<file path="src/rtl/dmem_port_arbiter.sv">
// Shares one single-port synchronous-read data memory between the CPU data port and the VGA reader.
// Optional starvation guard for the VGA reader is enabled by defining DMEM_ARB_STARVE_EN.
module dmem_port_arbiter #(
    parameter int ADDR_W   = 12,
    parameter int DATA_W   = 32,
    parameter int MAX_WAIT = 8
) (
    input  logic              i_clock,
    input  logic              i_reset,
    input  logic              i_cpu_req,
    input  logic              i_cpu_wren,
    input  logic [ADDR_W-1:0] i_cpu_addr,
    input  logic [DATA_W-1:0] i_cpu_wdata,
    output logic              o_cpu_gnt,
    output logic              o_cpu_rvalid,
    output logic [DATA_W-1:0] o_cpu_rdata,
    input  logic              i_vga_req,
    input  logic [ADDR_W-1:0] i_vga_addr,
    output logic              o_vga_gnt,
    output logic              o_vga_rvalid,
    output logic [DATA_W-1:0] o_vga_rdata,
    output logic [ADDR_W-1:0] o_mem_address,
    output logic [DATA_W-1:0] o_mem_data,
    output logic              o_mem_wren,
    input  logic [DATA_W-1:0] i_mem_q
);

    logic w_boost;
    logic w_cpu_gnt;
    logic w_vga_gnt;
    logic r_cpu_rd;
    logic r_vga_rd;

`ifdef DMEM_ARB_STARVE_EN
    localparam logic [7:0] LP_MAX_WAIT = 8'(MAX_WAIT);

    logic [7:0] r_wait_cnt;
    logic [7:0] w_wait_nxt;
    logic       r_boost;

    // VGA wait counter: cleared when VGA is idle or served, saturates at the limit.
    always_comb begin
        w_wait_nxt = r_wait_cnt;
        if (!i_vga_req || w_vga_gnt) begin
            w_wait_nxt = 8'd0;
        end else if (r_wait_cnt >= LP_MAX_WAIT) begin
            w_wait_nxt = LP_MAX_WAIT;
        end else begin
            w_wait_nxt = r_wait_cnt + 8'd1;
        end
    end

    // Boost is registered alongside the counter so grant stays a function of req and state only.
    always_ff @(posedge i_clock or posedge i_reset) begin
        if (i_reset) begin
            r_wait_cnt <= 8'd0;
            r_boost    <= 1'b0;
        end else begin
            r_wait_cnt <= w_wait_nxt;
            r_boost    <= (w_wait_nxt == LP_MAX_WAIT);
        end
    end

    assign w_boost = r_boost;
`else
    assign w_boost = 1'b0;
`endif

    // Grant selection; no grant at all while reset is held.
    always_comb begin
        w_cpu_gnt = 1'b0;
        w_vga_gnt = 1'b0;
        if (i_reset) begin
            w_cpu_gnt = 1'b0;
            w_vga_gnt = 1'b0;
        end else if (w_boost) begin
            w_vga_gnt = i_vga_req;
            w_cpu_gnt = i_cpu_req & ~i_vga_req;
        end else begin
            w_cpu_gnt = i_cpu_req;
            w_vga_gnt = i_vga_req & ~i_cpu_req;
        end
    end

    assign o_cpu_gnt     = w_cpu_gnt;
    assign o_vga_gnt     = w_vga_gnt;
    assign o_mem_address = w_vga_gnt ? i_vga_addr : i_cpu_addr;
    assign o_mem_data    = i_cpu_wdata;
    assign o_mem_wren    = w_cpu_gnt & i_cpu_wren;

    // In-flight read tags: the RAM returns data one cycle after the grant edge.
    always_ff @(posedge i_clock or posedge i_reset) begin
        if (i_reset) begin
            r_cpu_rd <= 1'b0;
            r_vga_rd <= 1'b0;
        end else begin
            r_cpu_rd <= w_cpu_gnt & ~i_cpu_wren;
            r_vga_rd <= w_vga_gnt;
        end
    end

    assign o_cpu_rvalid = r_cpu_rd;
    assign o_vga_rvalid = r_vga_rd;
    assign o_cpu_rdata  = i_mem_q;
    assign o_vga_rdata  = i_mem_q;

endmodule
</file>
<file path="config.mk">
export PLATFORM = sky130hd
export DESIGN_NAME = dmem_port_arbiter
export DESIGN_NICKNAME = d
export VERILOG_FILES = /design/src/rtl/dmem_port_arbiter.sv
export SDC_FILE = /design/constraint.sdc
export NUM_CORES = 1
export LEC_CHECK = 0
export CELL_PAD_IN_SITES_DETAIL_PLACEMENT = 1
export CELL_PAD_IN_SITES_GLOBAL_PLACEMENT = 2
export CORE_ASPECT_RATIO = 1.1
export CORE_UTILIZATION = 10
export CTS_CLUSTER_SIZE = 40
export DETAILED_ROUTE_END_ITERATION = 10
export PLACE_DENSITY_LB_ADDON = 0.1
export SLEW_MARGIN = 20
export SYNTH_ARGS = -nofsm -noshare
export SYNTH_HDL_FRONTEND = slang
export SYNTH_SLANG_ARGS = --single-unit
</file>
<file path="constraint.sdc">
create_clock -name i_clock -period 1.43 [get_ports i_clock]
set_input_delay 0.286 -clock i_clock [delete_from_list [all_inputs] [get_ports i_clock]]
set_output_delay 0.286 -clock i_clock [all_outputs]
set_load 0.1 [all_outputs]
</file>
Word-level counts from Yosys, hierarchy flattened:

Index checks and enable logic that the tools add are counted.

* latch bits: 0
* logic and storage cells: 10
* bits in writable memories: 0
* output and inout bits: 113
* memories kept: 0
* register bits: 2
* input port bits: 93
* memory bits (read-only): 0

* order comparisons: 0
* multipliers: 0
* mux-type cells: 3
* div/mod/pow operators: 0
* shifts and indexed selects: 0
* reduce and logical (&&, ||, !) cells: 0
* equality and inequality tests: 0
* bitwise logic cells: 5
* add/subtract/negate cells: 0

Operators by type and width (number)
* 12-bit two-way mux: 1
* 1-bit AND: 3
* 1-bit two-way mux: 2
* 1-bit NOT: 2

Logic depth before layout (Yosys ltp):

* word-level depth: 4
* depth in mapped cells: 3
* depth with buffers taken out: 2

Worst setup path after synthesis:

OpenSTA, ideal clock, no wires.

* path type: input -> output
* from: input port i_reset
* to: output port o_mem_wren
* arrival: 1653 ps
* path slack: -509 ps
* buffers on the path: 0
* required time: 1144 ps
* cell stages on the path: 2
* cells stage by stage: and2b_2 and2_1

* longest elaborated chain between the ends: 2

Ends and longest elaborated chain
* start, declared: RTL line 9 `input logic i_reset,`
* 1-bit two-way mux: RTL line 73 `if (i_reset) begin`
* 1-bit AND: RTL line 89 `assign o_mem_wren = w_cpu_gnt & i_cpu_wren;`
* end, declared: RTL line 24 `output logic o_mem_wren,`

Every way passes these cells.

Worst setup path after layout:

* from: input port i_cpu_req
* to: output port o_mem_address[8]

* longest elaborated chain between the ends: 4

Ends and longest elaborated chain
* start, declared: RTL line 10 `input logic i_cpu_req,`
* 1-bit NOT: RTL line 81 `w_vga_gnt = i_vga_req & ~i_cpu_req;`
* 1-bit AND: RTL line 81
* 1-bit two-way mux: RTL line 73
* 12-bit two-way mux: RTL line 87 `assign o_mem_address = w_vga_gnt ? i_vga_addr : i_cpu_addr;`
* end, declared: RTL line 22 `output logic [ADDR_W-1:0] o_mem_address,`

Every way passes these cells.

==> run summary <==
Routed Antenna Nets - 0
Yosys warning total - 0
CTS Hold Bufs - 0
Worst Path Max Fanout - 6
leak pwr - 0.466 nW
pin count of the biggest net entering global routing - 7
drt via density - 2.49
period utilization - 112%
proportion of layout cells with a drive suffix above 1 - 60.8%
mean post-synth cell area - 8.28 sq um
cell taking the most area after synthesis - buf_4
CP endpoint kind - primary output
Cell Area, Synth - 961 sq um
Final setup violation count - 13
Net Sw Frac - 41.3%
vias in the first global route - 508
CTS buffer count - 3
CTS max path bufs - 2
power density over cell area - 699 mW/mm^2
Critical Path Start Type - input port
Die W - 95.5 um
synth top area cells - buf_4 (75%), mux2_2 (14%), dfrtp_1 (5.2%)
root buffer cell - clkbuf_8
setup ws final - -0.171 ns
ant diodes - 0
Comb power frac - 65.5%
flops & latches, synth - 2
Least-Margin Pin Slew - 0.222 ns
Core Footprint - 0.00935 sq mm
outcome - complete, but fails checks
DR WL/cell - 13.3 um
total track usage - 4.51%
crit path DAT - 1.32 ns
routed via count - 476
clock-pin transition on the worst setup and hold timing paths - 0.03 ns
type of the worst min-delay path - in -> async
first-pass GRT wire length - 3.21 mm
die area - 0.0100 sq mm
NetSw - 0.332 mW
maxcap violations - 0
failing checks - setup timing
Reg power frac - 7.6%
final hold violation count - 0
Internal - 0.472 mW
Worst VDD drop - 167 uV
Final Wtd Congestion - 0.650
HPWL Detailed - 2.14 mm
Syn Nets - 209
FMAX - 624 MHz
Congestion Overflow GR - 0
# IOs - 206
post-synthesis cell count - 116
Initial Util - 10.3%
area delta synth->final - 19.7%
worst endpoint required time - 1.14 ns
Final Hold Slack - 0.0524 ns
Clock Power Share - 27.0%
Max Slew Vio Count - 0
fin nets - 169
post-synthesis sequential area ratio - 5.21%
PortBufs - 45
Synth top area share - 75.0%
# rows - 37
die height - 105 um
Final min period - 1.60 ns
antenna violations before repair - 0
final WL - 2.55 mm
Max H-tree Level - 1
remaining routing DRC violations - 0
Initial DRT Pass Iterations - 2
dpl ws - -0.621 ns
Netlist cell types - 9
DRT iter0 DRCs - 10
CTS tree - built
Max-slew headroom - 85.2%
RSZ-0062 raised after global routing - yes
CP Class - in -> out
CTS sink cnt - 2
## area by class of cell
type	instances	area [sq um]
fillers	1068	8200
flip-flops and latches	2	50.0
inverters	1	3.75
clock buffers	3	41.3
multi-input cells	16	223
repair buffers	52	686
well taps	117	146
## power by group through the flow
stage	Sequential [mW]	Clock, mW	Combinational, mW
after floorplan	0.0765	0	1.54
after global placement	0.0616	0	0.524
after detailed placement	0.0616	0	0.521
after CTS	0.0611	0.224	0.539
after global routing	0.0612	0.234	0.543
final	0.0610	0.217	0.526
## critical path, stage by stage
cell     delay [ns]
buf_6          0.10
nor3b_4        0.25
buf_6          0.19
mux2_4         0.32
buf_12         0.17
## cell families (layout without fill, tap and decap cells)
logic type    after synthesis  after routing  synth area share [%]
mux                        12             12                  14.1
buf+inv                    98             56                  76.6
simple gates                4              4                  4.17
flops                       2              2                  5.21
## layer usage
layer	GRT usage, %	wire [um]
met1	5.20	1040
met2	5.61	926
met3	2.91	491
met4	3.73	89
met5	0	0
## through the flow
stage / TNS [ns] / total power, mW / std cells / area, sq um / util, %
after floorplan: -1.35 / 1.61 / 116 / 1010 / -
after global placement: -8.01 / 0.586 / 186 / 1080 / 11.6
after detailed placement: -8.15 / 0.583 / 186 / 1080 / 11.6
after CTS: -2.50 / 0.825 / 192 / 1180 / 12.6
after global routing: -2.68 / 0.838 / 191 / 1150 / 12.3
final: -1.98 / 0.804 / 191 / 1150 / 12.3
## worst max-delay path by stage
| stage | start | to | cells past startpoint |
|---|---|---|---|
| after CTS | i_reset | o_mem_address[8] | 6 |
| after global placement | i_cpu_req | o_mem_address[0] | 5 |
| after detailed placement | i_cpu_req | o_mem_address[0] | 5 |
| after global routing | i_cpu_req | o_mem_address[3] | 5 |
| after floorplan | i_cpu_req | o_mem_address[10] | 3 |
| final | i_cpu_req | o_mem_address[8] | 5 |
## registers in the layout, summed over array words and instances (netlist names)
name          flops
o_cpu_rvalid      1
o_vga_rvalid      1
## cell usage in the layout, fill, tap and decap left out, drive strengths merged
cell type,instances
mux2,12
and2,1
and2b,1
nor3b,1
clkbuf,3
inv,1
clkdlybuf4s50,25
buf,27
dfrtp,2
nor2b,1
## synthesized netlist by cell type
library cell and instances:
buf_6 1, buf_4 96, dfrtp_1 2, nor2b_1 1
mux2_2 12, and2b_2 1, and2_1 1, nor3b_4 1
inv_1 1
## repair_timing
action	4_1_cts	5_1_grt
pin swaps	1	1
hold endpoints to repair	0	0
endpoints found under the setup margin	15	13
setup buffers	4	1
resized for setup	21	2
cloned	1	0
No activity file was read; power rests on OpenSTA's default activity.
